File: src/rtl/mc_issue_scoreboard_if.sv
// Issue/completion/status bundle between IDU1, the multi-cycle EXU units and the scoreboard.
// Master drives the instruction and done pulses; slave (the scoreboard) drives stall and status.
interface mc_issue_scoreboard_if #(
  parameter int MAC_DEPTH = 2
);
  localparam int MAC_CW = $clog2(MAC_DEPTH + 1);

  logic              issue_valid;
  logic              issue_mul;
  logic              issue_mac;
  logic              issue_div;
  logic              issue_load;
  logic              issue_store;
  logic              issue_rs1_en;
  logic [4:0]        issue_rs1_addr;
  logic              issue_rs2_en;
  logic [4:0]        issue_rs2_addr;
  logic              issue_rd_en;
  logic [4:0]        issue_rd_addr;
  logic              pipe_flush;
  logic              mul_done;
  logic              mac_done;
  logic              div_done;
  logic              lsu_done;
  logic              issue_stall;
  logic [31:0]       pending_mask;
  logic              mul_busy;
  logic              div_busy;
  logic              lsu_busy;
  logic [MAC_CW-1:0] mac_count;
  logic              sb_err;

  modport master (
    output issue_valid, issue_mul, issue_mac, issue_div, issue_load, issue_store,
           issue_rs1_en, issue_rs1_addr, issue_rs2_en, issue_rs2_addr,
           issue_rd_en, issue_rd_addr, pipe_flush,
           mul_done, mac_done, div_done, lsu_done,
    input  issue_stall, pending_mask, mul_busy, div_busy, lsu_busy, mac_count, sb_err
  );

  modport slave (
    input  issue_valid, issue_mul, issue_mac, issue_div, issue_load, issue_store,
           issue_rs1_en, issue_rs1_addr, issue_rs2_en, issue_rs2_addr,
           issue_rd_en, issue_rd_addr, pipe_flush,
           mul_done, mac_done, div_done, lsu_done,
    output issue_stall, pending_mask, mul_busy, div_busy, lsu_busy, mac_count, sb_err
  );
endinterface

File: src/rtl/mc_issue_scoreboard.sv
// Issue-side hazard scoreboard for the multi-cycle units (MUL, MAC, DIV, LSU).
// Tracks owed destination registers and unit occupancy; raises one stall for RAW/WAW/structural hazards.
module mc_issue_scoreboard #(
  parameter int MAC_DEPTH = 2
) (
  input  logic                    clk,
  input  logic                    rst_n,
  mc_issue_scoreboard_if.slave    sb
);
  localparam int MAC_CW = $clog2(MAC_DEPTH + 1);
  localparam int MAC_PW = (MAC_DEPTH > 1) ? $clog2(MAC_DEPTH) : 1;

  logic [31:0]       pending_q, pending_d;
  logic              mul_busy_q, mul_busy_d;
  logic              div_busy_q, div_busy_d;
  logic              lsu_busy_q, lsu_busy_d;
  logic [4:0]        mul_rd_q, mul_rd_d;
  logic [4:0]        div_rd_q, div_rd_d;
  logic [4:0]        lsu_rd_q, lsu_rd_d;
  logic [MAC_CW-1:0] mac_count_q, mac_count_d;
  logic [MAC_PW-1:0] mac_wr_q, mac_wr_d, mac_rd_q, mac_rd_d;
  logic              err_q, err_d;
  logic [4:0]        mac_fifo_q [MAC_DEPTH];

  logic [4:0] flags;
  logic       multi, raw, waw, struct_haz, stall, accept;
  logic       sets_rd, mac_push, mac_pop;
  logic [4:0] owed_rd;

  function automatic logic [MAC_PW-1:0] ptr_inc(input logic [MAC_PW-1:0] p);
    return (p == MAC_PW'(MAC_DEPTH - 1)) ? '0 : p + MAC_PW'(1);
  endfunction

  assign flags = {sb.issue_mul, sb.issue_mac, sb.issue_div, sb.issue_load, sb.issue_store};
  assign multi = (flags & (flags - 5'd1)) != 5'd0;

  // Hazards look only at registered state; a done pulse releases the dependent op one cycle later.
  assign raw = (sb.issue_rs1_en & pending_q[sb.issue_rs1_addr])
             | (sb.issue_rs2_en & pending_q[sb.issue_rs2_addr]);
  assign waw = sb.issue_rd_en & pending_q[sb.issue_rd_addr];
  assign struct_haz = (sb.issue_mul & mul_busy_q) | (sb.issue_div & div_busy_q)
                    | ((sb.issue_load | sb.issue_store) & lsu_busy_q)
                    | (sb.issue_mac & (mac_count_q == MAC_CW'(MAC_DEPTH)));
  assign stall   = sb.issue_valid & ~multi & (raw | waw | struct_haz);
  assign accept  = sb.issue_valid & ~stall & ~sb.pipe_flush & ~multi;
  assign sets_rd = sb.issue_rd_en & (sb.issue_rd_addr != 5'd0)
                 & (sb.issue_mul | sb.issue_mac | sb.issue_div | sb.issue_load);
  assign owed_rd  = sets_rd ? sb.issue_rd_addr : 5'd0;
  assign mac_push = accept & sb.issue_mac;
  assign mac_pop  = sb.mac_done & (mac_count_q != '0);

  // NOTE: every _d gets a default first, so no path through this block can infer a latch.
  always_comb begin
    pending_d   = pending_q;
    mul_busy_d  = mul_busy_q;
    div_busy_d  = div_busy_q;
    lsu_busy_d  = lsu_busy_q;
    mul_rd_d    = mul_rd_q;
    div_rd_d    = div_rd_q;
    lsu_rd_d    = lsu_rd_q;
    mac_wr_d    = mac_wr_q;
    mac_rd_d    = mac_rd_q;
    err_d       = err_q;
    mac_count_d = mac_count_q + MAC_CW'(mac_push) - MAC_CW'(mac_pop);

    if (sb.mul_done) begin
      if (mul_busy_q) begin
        mul_busy_d = 1'b0;
        pending_d[mul_rd_q] = 1'b0;
      end else err_d = 1'b1;
    end
    if (sb.div_done) begin
      if (div_busy_q) begin
        div_busy_d = 1'b0;
        pending_d[div_rd_q] = 1'b0;
      end else err_d = 1'b1;
    end
    if (sb.lsu_done) begin
      if (lsu_busy_q) begin
        lsu_busy_d = 1'b0;
        pending_d[lsu_rd_q] = 1'b0;
      end else err_d = 1'b1;
    end
    if (sb.mac_done) begin
      if (mac_pop) begin
        pending_d[mac_fifo_q[mac_rd_q]] = 1'b0;
        mac_rd_d = ptr_inc(mac_rd_q);
      end else err_d = 1'b1;
    end
    if (sb.issue_valid & multi) err_d = 1'b1;

    if (accept) begin
      if (sb.issue_mul) begin mul_busy_d = 1'b1; mul_rd_d = owed_rd; end
      if (sb.issue_div) begin div_busy_d = 1'b1; div_rd_d = owed_rd; end
      if (sb.issue_load | sb.issue_store) begin lsu_busy_d = 1'b1; lsu_rd_d = owed_rd; end
      if (sb.issue_mac) mac_wr_d = ptr_inc(mac_wr_q);
      // Applied after the clears so a same-cycle set of the same register wins.
      if (sets_rd) pending_d[sb.issue_rd_addr] = 1'b1;
    end
    pending_d[0] = 1'b0;
  end

  always_ff @(posedge clk) begin
    if (!rst_n) begin
      pending_q   <= '0;
      mul_busy_q  <= 1'b0;
      div_busy_q  <= 1'b0;
      lsu_busy_q  <= 1'b0;
      mul_rd_q    <= '0;
      div_rd_q    <= '0;
      lsu_rd_q    <= '0;
      mac_count_q <= '0;
      mac_wr_q    <= '0;
      mac_rd_q    <= '0;
      err_q       <= 1'b0;
    end else begin
      // NOTE: sequential state uses non-blocking assignments so all registers update together.
      pending_q   <= pending_d;
      mul_busy_q  <= mul_busy_d;
      div_busy_q  <= div_busy_d;
      lsu_busy_q  <= lsu_busy_d;
      mul_rd_q    <= mul_rd_d;
      div_rd_q    <= div_rd_d;
      lsu_rd_q    <= lsu_rd_d;
      mac_count_q <= mac_count_d;
      mac_wr_q    <= mac_wr_d;
      mac_rd_q    <= mac_rd_d;
      err_q       <= err_d;
    end
  end

  // NOTE: FIFO storage is not reset; resetting the pointers and count already empties it.
  always_ff @(posedge clk) begin
    if (rst_n && mac_push) mac_fifo_q[mac_wr_q] <= owed_rd;
  end

  assign sb.issue_stall  = stall;
  assign sb.pending_mask = pending_q;
  assign sb.mul_busy     = mul_busy_q;
  assign sb.div_busy     = div_busy_q;
  assign sb.lsu_busy     = lsu_busy_q;
  assign sb.mac_count    = mac_count_q;
  assign sb.sb_err       = err_q;
endmodule

File: src/flat_wrapper.sv
// flat-port wrapper written by rule: the top's interface ports become plain ports
module mc_issue_scoreboard_flat 
#(
  parameter int MAC_DEPTH = 2
)
  (clk, rst_n, sb_issue_valid, sb_issue_mul, sb_issue_mac, sb_issue_div, sb_issue_load, sb_issue_store, sb_issue_rs1_en, sb_issue_rs1_addr, sb_issue_rs2_en, sb_issue_rs2_addr, sb_issue_rd_en, sb_issue_rd_addr, sb_pipe_flush, sb_mul_done, sb_mac_done, sb_div_done, sb_lsu_done, sb_issue_stall, sb_pending_mask, sb_mul_busy, sb_div_busy, sb_lsu_busy, sb_mac_count, sb_sb_err);
  mc_issue_scoreboard_if #(.MAC_DEPTH(MAC_DEPTH)) sb_i ();
  input  logic clk;
  input  logic rst_n;
  input wire logic [$bits(sb_i.issue_valid)-1:0] sb_issue_valid;
  input wire logic [$bits(sb_i.issue_mul)-1:0] sb_issue_mul;
  input wire logic [$bits(sb_i.issue_mac)-1:0] sb_issue_mac;
  input wire logic [$bits(sb_i.issue_div)-1:0] sb_issue_div;
  input wire logic [$bits(sb_i.issue_load)-1:0] sb_issue_load;
  input wire logic [$bits(sb_i.issue_store)-1:0] sb_issue_store;
  input wire logic [$bits(sb_i.issue_rs1_en)-1:0] sb_issue_rs1_en;
  input wire logic [$bits(sb_i.issue_rs1_addr)-1:0] sb_issue_rs1_addr;
  input wire logic [$bits(sb_i.issue_rs2_en)-1:0] sb_issue_rs2_en;
  input wire logic [$bits(sb_i.issue_rs2_addr)-1:0] sb_issue_rs2_addr;
  input wire logic [$bits(sb_i.issue_rd_en)-1:0] sb_issue_rd_en;
  input wire logic [$bits(sb_i.issue_rd_addr)-1:0] sb_issue_rd_addr;
  input wire logic [$bits(sb_i.pipe_flush)-1:0] sb_pipe_flush;
  input wire logic [$bits(sb_i.mul_done)-1:0] sb_mul_done;
  input wire logic [$bits(sb_i.mac_done)-1:0] sb_mac_done;
  input wire logic [$bits(sb_i.div_done)-1:0] sb_div_done;
  input wire logic [$bits(sb_i.lsu_done)-1:0] sb_lsu_done;
  output wire logic [$bits(sb_i.issue_stall)-1:0] sb_issue_stall;
  output wire logic [$bits(sb_i.pending_mask)-1:0] sb_pending_mask;
  output wire logic [$bits(sb_i.mul_busy)-1:0] sb_mul_busy;
  output wire logic [$bits(sb_i.div_busy)-1:0] sb_div_busy;
  output wire logic [$bits(sb_i.lsu_busy)-1:0] sb_lsu_busy;
  output wire logic [$bits(sb_i.mac_count)-1:0] sb_mac_count;
  output wire logic [$bits(sb_i.sb_err)-1:0] sb_sb_err;
  assign sb_i.issue_valid = sb_issue_valid;
  assign sb_i.issue_mul = sb_issue_mul;
  assign sb_i.issue_mac = sb_issue_mac;
  assign sb_i.issue_div = sb_issue_div;
  assign sb_i.issue_load = sb_issue_load;
  assign sb_i.issue_store = sb_issue_store;
  assign sb_i.issue_rs1_en = sb_issue_rs1_en;
  assign sb_i.issue_rs1_addr = sb_issue_rs1_addr;
  assign sb_i.issue_rs2_en = sb_issue_rs2_en;
  assign sb_i.issue_rs2_addr = sb_issue_rs2_addr;
  assign sb_i.issue_rd_en = sb_issue_rd_en;
  assign sb_i.issue_rd_addr = sb_issue_rd_addr;
  assign sb_i.pipe_flush = sb_pipe_flush;
  assign sb_i.mul_done = sb_mul_done;
  assign sb_i.mac_done = sb_mac_done;
  assign sb_i.div_done = sb_div_done;
  assign sb_i.lsu_done = sb_lsu_done;
  assign sb_issue_stall = sb_i.issue_stall;
  assign sb_pending_mask = sb_i.pending_mask;
  assign sb_mul_busy = sb_i.mul_busy;
  assign sb_div_busy = sb_i.div_busy;
  assign sb_lsu_busy = sb_i.lsu_busy;
  assign sb_mac_count = sb_i.mac_count;
  assign sb_sb_err = sb_i.sb_err;
  mc_issue_scoreboard #(.MAC_DEPTH(MAC_DEPTH)) u_core (.clk(clk), .rst_n(rst_n), .sb(sb_i));
endmodule
File: config.mk
export PLATFORM = sky130hd
export DESIGN_NAME = mc_issue_scoreboard_flat
export DESIGN_NICKNAME = d
export VERILOG_FILES = /design/src/rtl/mc_issue_scoreboard_if.sv /design/src/rtl/mc_issue_scoreboard.sv /design/src/flat_wrapper.sv
export SDC_FILE = /design/constraint.sdc
export NUM_CORES = 1
export LEC_CHECK = 0
export BUFFER_PORTS_ARGS = -buffer_cell sky130_fd_sc_hd__buf_4
export CAP_MARGIN = 5
export CELL_PAD_IN_SITES_DETAIL_PLACEMENT = 0
export CELL_PAD_IN_SITES_GLOBAL_PLACEMENT = 2
export CORE_MARGIN = 5
export CORE_UTILIZATION = 38
export CTS_BUF_LIST = sky130_fd_sc_hd__clkbuf_8 sky130_fd_sc_hd__clkbuf_16
export CTS_CLUSTER_SIZE = 24
export DETAILED_ROUTE_END_ITERATION = 16
export GPL_TIMING_DRIVEN = 0
export PLACE_DENSITY = 0.92
export SYNTH_ARGS = -nofsm -noshare
export SYNTH_HDL_FRONTEND = slang
export SYNTH_SLANG_ARGS = --single-unit
File: constraint.sdc
create_clock -name clk -period 4.1 [get_ports clk]
set_clock_uncertainty 0.15 [all_clocks]
set_input_delay 0 -clock clk [delete_from_list [all_inputs] [get_ports clk]]
set_output_delay 0 -clock clk [all_outputs]
set_load 0.005 [all_outputs]
* Word-level counts from Yosys, hierarchy flattened
Memories as Yosys holds them, arrays and structs flattened. A register that Yosys moved wholly into a read port is not among the register bits.
Cells that the tools add are included.
** Storage, ports and cells
- Bits in registers :: 55
- Bits in writable memories :: 10
- Input bits :: 31
- Output and inout bits :: 39
- Logic and storage cells :: 136
- Memories kept :: 1
** Cells by class
- Add/subtract/negate cells :: 5
- Order comparisons :: 12
- Equality and inequality tests :: 1
- Muxes and demuxes :: 51
- Bitwise operators :: 40
- Reductions and logical operators :: 14
** Memories
- u_core.mac_fifo_q :: words 2, bits a word 5, read ports 1, clocked after Yosys merged registers in 1, write ports 1, line mc_issue_scoreboard.sv:23 : logic [4:0] mac_fifo_q [MAC_DEPTH];
** Operators with widths (count)
- 2-to-1 mux 32 bit :: 10
- bitwise AND 32 bit :: 4
- inverter 32 bit :: 4
- less-than comparator 5 x 6 -> 1 bit (second input constant) :: 7
- 2-to-1 mux 1 bit :: 32
- OR 32 bit :: 1
- demux 1 bit (select 5 bit) :: 5
- >= comparator 5 x 1 -> 1 bit (second input constant) :: 5
- bitwise AND 1 bit :: 17
- binary-select mux 1 bit (select 5 bit) :: 3
- OR 1 bit :: 10
- AND reduction 2 bit :: 5
- nonzero test 5 bit :: 2
- logical AND 1 bit :: 6
- bitwise AND 5 bit :: 1
- 2-to-1 mux 5 bit :: 1
- subtractor 5 x 1 -> 5 bit (second input constant) :: 1
- inverter 1 bit :: 3
- adder 1 bit (second input constant) :: 2
- adder 2 x 1 -> 2 bit :: 1
- equality test 2 bit (second input constant) :: 1
- nonzero test 2 bit :: 1
- subtractor 2 x 1 -> 2 bit :: 1

* Logic depth before layout (Yosys ltp)
- Depth after elaboration :: 20
- Mapped depth :: 12
- Mapped depth without buffers :: 10

* Least setup slack after synthesis
OpenSTA, ideal clock, no wires.
- Path kind :: flip-flop to flip-flop
- Start point :: register u_core.pending_q[31], in the netlist u_core.sb.pending_mask[31]
- End point :: register u_core.pending_q[28], in the netlist u_core.sb.pending_mask[28]
- Library setup time :: 0.069 ns
- Data arrival time :: 2.609 ns
- Data required time :: 3.881 ns
- Slack :: 1.272 ns
- Cell stages (with the launch flop) :: 8
- Buffers on the path :: 0
- Clock period less this slack :: 2.828 ns
- Cell sequence :: dfxtp_1 > mux4_2 > and4_4 > a2111oi_4 > nand4_2 > a2111oi_4 > or4b_4 > o21ai_2
** On the way
- Longest elaborated chain between the ends :: 12
- Elaborated cells between the ends (all ways) :: 18
** RTL lines
- start: declaration :: line mc_issue_scoreboard.sv:13 : logic [31:0] pending_q, pending_d;
- start signal: assignment :: line mc_issue_scoreboard.sv:118 : pending_q <= pending_d;
- binary-select mux 1 bit (select 5 bit) (on tied branches) :: line mc_issue_scoreboard.sv:38, mc_issue_scoreboard.sv:39
- 2-to-1 mux 1 bit (on tied branches) :: line mc_issue_scoreboard.sv:38, mc_issue_scoreboard.sv:39
- bitwise AND 1 bit (on tied branches) :: line mc_issue_scoreboard.sv:38, mc_issue_scoreboard.sv:39
- OR 1 bit :: line mc_issue_scoreboard.sv:39 : | (sb.issue_rs2_en & pending_q[sb.issue_rs2_addr]);
- OR 1 bit (*) (2 in series) :: line mc_issue_scoreboard.sv:44 : assign stall = sb.issue_valid & ~multi & (raw | waw | struct_haz);
- bitwise AND 1 bit (*) :: line mc_issue_scoreboard.sv:44
- inverter 1 bit (*) :: line mc_issue_scoreboard.sv:45 : assign accept = sb.issue_valid & ~stall & ~sb.pipe_flush & ~multi;
- bitwise AND 1 bit (*) (3 in series) :: line mc_issue_scoreboard.sv:45
- 2-to-1 mux 32 bit (*) :: line mc_issue_scoreboard.sv:92 : if (accept) begin
Mark *: on every way between the ends. The rest lies on a longest branch, timed or not. The select of a mux whose other input is x is not followed.
A chain may end at the register's enable or synchronous reset.

* Worst setup path after layout
- Start point :: register u_core.pending_q[16], in the netlist u_core.sb.pending_mask[16]
- End point :: register u_core.mac_count_q[1], in the netlist u_core.sb.mac_count[1]
** On the way
- Longest elaborated chain between the ends :: 14
- Elaborated cells between the ends (all ways) :: 20
** RTL lines
- binary-select mux 1 bit (select 5 bit) (on tied branches) :: line mc_issue_scoreboard.sv:38, mc_issue_scoreboard.sv:39
- 2-to-1 mux 1 bit (on tied branches) :: line mc_issue_scoreboard.sv:38, mc_issue_scoreboard.sv:39
- bitwise AND 1 bit (on tied branches) :: line mc_issue_scoreboard.sv:38, mc_issue_scoreboard.sv:39
- OR 1 bit :: line mc_issue_scoreboard.sv:39
- OR 1 bit (*) (2 in series) :: line mc_issue_scoreboard.sv:44
- bitwise AND 1 bit (*) :: line mc_issue_scoreboard.sv:44
- inverter 1 bit (*) :: line mc_issue_scoreboard.sv:45
- bitwise AND 1 bit (*) (3 in series) :: line mc_issue_scoreboard.sv:45
- bitwise AND 1 bit (*) :: line mc_issue_scoreboard.sv:49 : assign mac_push = accept & sb.issue_mac;
- net u_core.mac_push :: line mc_issue_scoreboard.sv:27 : logic sets_rd, mac_push, mac_pop;
- adder 2 x 1 -> 2 bit (*) :: line mc_issue_scoreboard.sv:64 : mac_count_d = mac_count_q + MAC_CW'(mac_push) - MAC_CW'(mac_pop);
- subtractor 2 x 1 -> 2 bit (*) :: line mc_issue_scoreboard.sv:64
- end signal: assignment :: line mc_issue_scoreboard.sv:125 : mac_count_q <= mac_count_d;
- end: declaration :: line mc_issue_scoreboard.sv:20 : logic [MAC_CW-1:0] mac_count_q, mac_count_d;
Mark *: on every way through the listed nets, which the timed path passes. The rest lies on a longest branch. The select of a mux whose other input is x is not followed.

==> results.rst <==
.. list-table::
   :header-rows: 1

   * - Metric
     - Value
   * - Status
     - completed
   * - Cell chain of the critical path
     - mux4_2 -> mux2_2 -> o22ai_1 -> o32ai_1 -> a21oi_1 -> and3_1 -> ha_1 -> xnor2_1 -> xnor2_1 -> and2_1
   * - Clock insertion delay at the later pin of the skew report
     - 340 ps
   * - Transition time at the pin with the least slew margin
     - 1390 ps
   * - Global-route wire length before repair
     - 24900 um
   * - Area growth from synthesis to final layout
     - 22.5%
   * - Max Fclk
     - 290 MHz
   * - CTS tree
     - yes
   * - Areal power density over the cells
     - 324 nW/um^2
   * - Worst-path maximum fanout
     - 6
   * - Syn_nets
     - 536
   * - Crit path time final
     - 3440 ps
   * - Wire length per cell after detailed routing
     - 22.4 um
   * - Warnings from Yosys
     - 0
   * - Rows
     - 40
   * - DRC violation total after the first TritonRoute iteration
     - 528
   * - Final global-route overflow total
     - 0
   * - Die Ht
     - 120 um
   * - Unrepaired setup endpoints after global routing
     - false
   * - Total of hold buffers inserted after clock tree synthesis
     - 8
   * - Fraction of the cycle the final worst path needs
     - 84.0%
   * - Fraction of final layout cells sized beyond drive strength 1
     - 21.2%
   * - Port bufs
     - 59
   * - Max VDD drop
     - 0.239 mV
   * - Crit-path leading delay family
     - compound AO/OA/AOI/OAI gates
   * - Effective utilization at floorplan
     - 38.3%
   * - Routed length on met2
     - 7280 um
   * - Max-slew violation count
     - 0
   * - Post-CTS Resized
     - 0
   * - Buffers & Inverters on Critical Path
     - 0
   * - Cell with the largest stage delay on the worst path
     - o32ai_1
   * - Overall die area
     - 14300 sq um
   * - Combined area of all synthesized cells
     - 4560 sq um
   * - Antenna diode count
     - 0
   * - Crit path launch type
     - register
   * - Sinks on Clock Net
     - 65
   * - Post-synthesis register bit count
     - 65
   * - Gr usage total
     - 22.4%
   * - Share of async-settable or async-resettable flops after synthesis
     - 0%
   * - Die width
     - 120 um
   * - Setup bufs post-CTS
     - 0
   * - Maximum count of clock buffers along a single path
     - 2
   * - Final number of hold-violating endpoints
     - 0
   * - Count of unique library cells instantiated by Yosys
     - 65
   * - I/O pin total
     - 70
   * - Clock transition at the registers of the reported paths
     - 50 ps
   * - Path category of the worst min-delay check
     - primary input to register
   * - Number of antenna violations at the first check in global routing
     - 0
   * - Synthesized area per cell
     - 9.07 sq um
   * - Met3 wire length
     - 1460 um
   * - Slew headroom
     - 7.38%
   * - Buffer type at the clock tree root
     - clkbuf_16
   * - Sequential fraction of the synthesis area
     - 30.7%
   * - Final net count
     - 614
   * - Final GP Congestion
     - 0.925
   * - Static Leak
     - 2.25 nW
   * - First drt pass iteration count
     - 5
   * - Vias per inst
     - 6.24
   * - Number of CTS-inserted buffers
     - 9
   * - Worst Path Required
     - 4180 ps
   * - Total of endpoints with negative setup slack in the final report
     - 0
   * - Highest metal layer with signal wires
     - met4
   * - Maximum Capacitance Violations
     - 0
   * - Number of enable-type register cells in the synthesized netlist
     - 10
   * - Crit path DAT
     - 3520 ps
   * - Antenna Nets Post-Route
     - 0
   * - DPL Wire Length
     - 12700 um
   * - Pin count of the biggest net entering global routing
     - 12
   * - Wire length after detailed routing
     - 16400 um
   * - Setup TNS
     - 0 ps
   * - CP most frequent cell
     - xnor2_1
   * - Maximum level of the CTS H-tree
     - 3
   * - Number of fill cells
     - 1169
   * - Critical Path End Type
     - register
   * - Post-synthesis instance total
     - 503
   * - Delay of the slowest critical-path stage
     - 960 ps
   * - Core ar.
     - 11900 sq um
   * - Vias in the first global route
     - 4293
   * - Detailed-route DRC error count
     - 0
   * - Via count
     - 4577
   * - Met1 routed wirelength after detailed routing
     - 7110 um
   * - Utilization of the core after routing
     - 46.9%
   * - Worst setup path class
     - register to register
   * - Most instantiated flip-flop cell in the synthesis netlist
     - dfxtp_1
-- synthesized netlist by cell type (3+ instances only) --
library cell / number / share of area, %
edfxtp_1: 10 / 6.6
nor4_1: 3 / 0.41
mux2i_1: 26 / 5.7
clkbuf_1: 29 / 2.4
a221oi_1: 8 / 1.5
a21oi_1: 4 / 0.44
mux2_2: 9 / 2.2
nand2b_1: 9 / 1.2
nand4_1: 3 / 0.41
dfxtp_1: 55 / 24
nand3_1: 12 / 1.3
a21boi_0: 4 / 0.66
nor2_1: 33 / 2.7
inv_1: 16 / 1.3
xnor2_1: 3 / 0.58
nand3b_1: 4 / 0.66
o21ai_0: 18 / 2.0
and3_1: 7 / 0.96
a41o_1: 5 / 1.1
or2_2: 3 / 0.41
nor3b_1: 12 / 2.0
and3b_1: 7 / 1.3
a31o_2: 4 / 0.77
mux4_2: 15 / 7.4
nand2_1: 73 / 6.0
buf_2: 3 / 0.33
nor3_1: 10 / 1.1
and2_1: 9 / 1.2
a221o_1: 53 / 12
o22ai_1: 3 / 0.41
o21ai_2: 7 / 1.3
nor2b_1: 4 / 0.55
-- report_power, final --
group          total [W]  switching, W  internal (W)
clock network   0.000800      0.000281      0.000519
logic           0.000326      0.000199      0.000127
registers       0.000684     0.0000165      0.000668
total            0.00181      0.000497       0.00131
-- routing by layer --
metal	vias up	track usage (%)
met4	0	10.1
met3	44	4.81
li1	2122	-
met2	271	34.9
met1	2140	29.9
met5	-	0
-- logic make-up (layout without fill, tap and decap cells) --
logic type	count (synthesis)	after routing	synth area share (%)
other	1	1	0.0822
xor gates and xnor gates	3	3	0.576
DFF	65	65	30.7
and+or+nand+nor	199	199	22.4
AOI/OAI and AO/OA	129	129	24.9
adders and majority gates	3	3	0.767
buffers and inverters	52	135	4.61
muxes	51	51	15.9
-- per-stage QoR --
step	area [sq um]	std cells	power [W]	setup slack [ps]	hold WS [ps]
after floorplan	4560	503	0.000904	1270	-52.5
after global placement	5190	709	0.00101	578	156
after detailed placement	5190	709	0.00101	501	167
after CTS	5590	733	0.00181	706	52.5
after global routing	5590	733	0.00188	592	118
final	5590	733	0.00181	656	74.8
-- final timing paths --
path,startpoint,to,slack (ps),cells past startpoint
max reg2reg,u_core.sb.pending_mask[16]$_SDFF_PN0_,u_core.sb.mac_count[1]$_SDFF_PN0_,660,10
max,u_core.sb.pending_mask[16]$_SDFF_PN0_,u_core.sb.mac_count[1]$_SDFF_PN0_,660,10
min reg2reg,u_core.mul_rd_q[4]$_SDFFE_PN0P_,u_core.mul_rd_q[4]$_SDFFE_PN0P_,340,2
min,sb_issue_rd_addr[2],u_core.sb.pending_mask[4]$_SDFF_PN0_,70,4
-- cells in the final DEF, fill, tap and decap left out, drive strengths merged, types with 3 or more instances in the layout --
| master | count |
|---|---|
| buf | 66 |
| a221o | 53 |
| o22ai | 3 |
| edfxtp | 10 |
| mux2i | 26 |
| mux4 | 16 |
| nor3 | 10 |
| a2111oi | 3 |
| and3b | 7 |
| inv | 17 |
| nand3 | 12 |
| or2 | 3 |
| clkbuf | 41 |
| nor2b | 4 |
| dfxtp | 55 |
| dlygate4sd3 | 8 |
| nor4 | 3 |
| nand3b | 4 |
| nor2 | 33 |
| a221oi | 8 |
| nand2b | 9 |
| a21oi | 4 |
| xnor2 | 3 |
| and4 | 3 |
| a41o | 5 |
| a31o | 4 |
| and3 | 7 |
| nor3b | 12 |
| nand2 | 73 |
| a21boi | 4 |
| and2 | 9 |
| o21ai | 26 |
| nand4 | 4 |
| mux2 | 9 |
-- registers in the layout, indices dropped and copies added, names as in the netlist, named ones only --
name                    flops
u_core.sb.mac_count         2
u_core.mac_fifo_q          10
u_core.lsu_rd_q             5
u_core.sb.div_busy          1
u_core.sb.lsu_busy          1
u_core.mac_rd_q             1
u_core.mac_wr_q             1
u_core.sb.mul_busy          1
u_core.mul_rd_q             5
u_core.sb.sb_err            1
u_core.sb.pending_mask     31
u_core.div_rd_q             5
-- layout make-up --
type / count / area, sq um / area share (%)
multi-input combinational: 386 / 2960 / 52.9
buffer: 36 / 150 / 2.69
clock inverter: 4 / 48.8 / 0.873
sequential: 65 / 1400 / 25.1
timing repair buffer: 67 / 523 / 9.35
clock buffer: 12 / 267 / 4.77
tap: 147 / 184 / 3.29
inverter: 16 / 60.1 / 1.07
-- worst reg2reg max path, delay by kind of cell, from the launching register on --
kind / cells / cell delay, ps
simple gates: 2 / 460
mux: 2 / 440
flops: 1 / 480
fa+ha+maj: 1 / 210
compound gates: 3 / 1350
xor+xnor: 2 / 250
(Power assumes the default switching activity.)
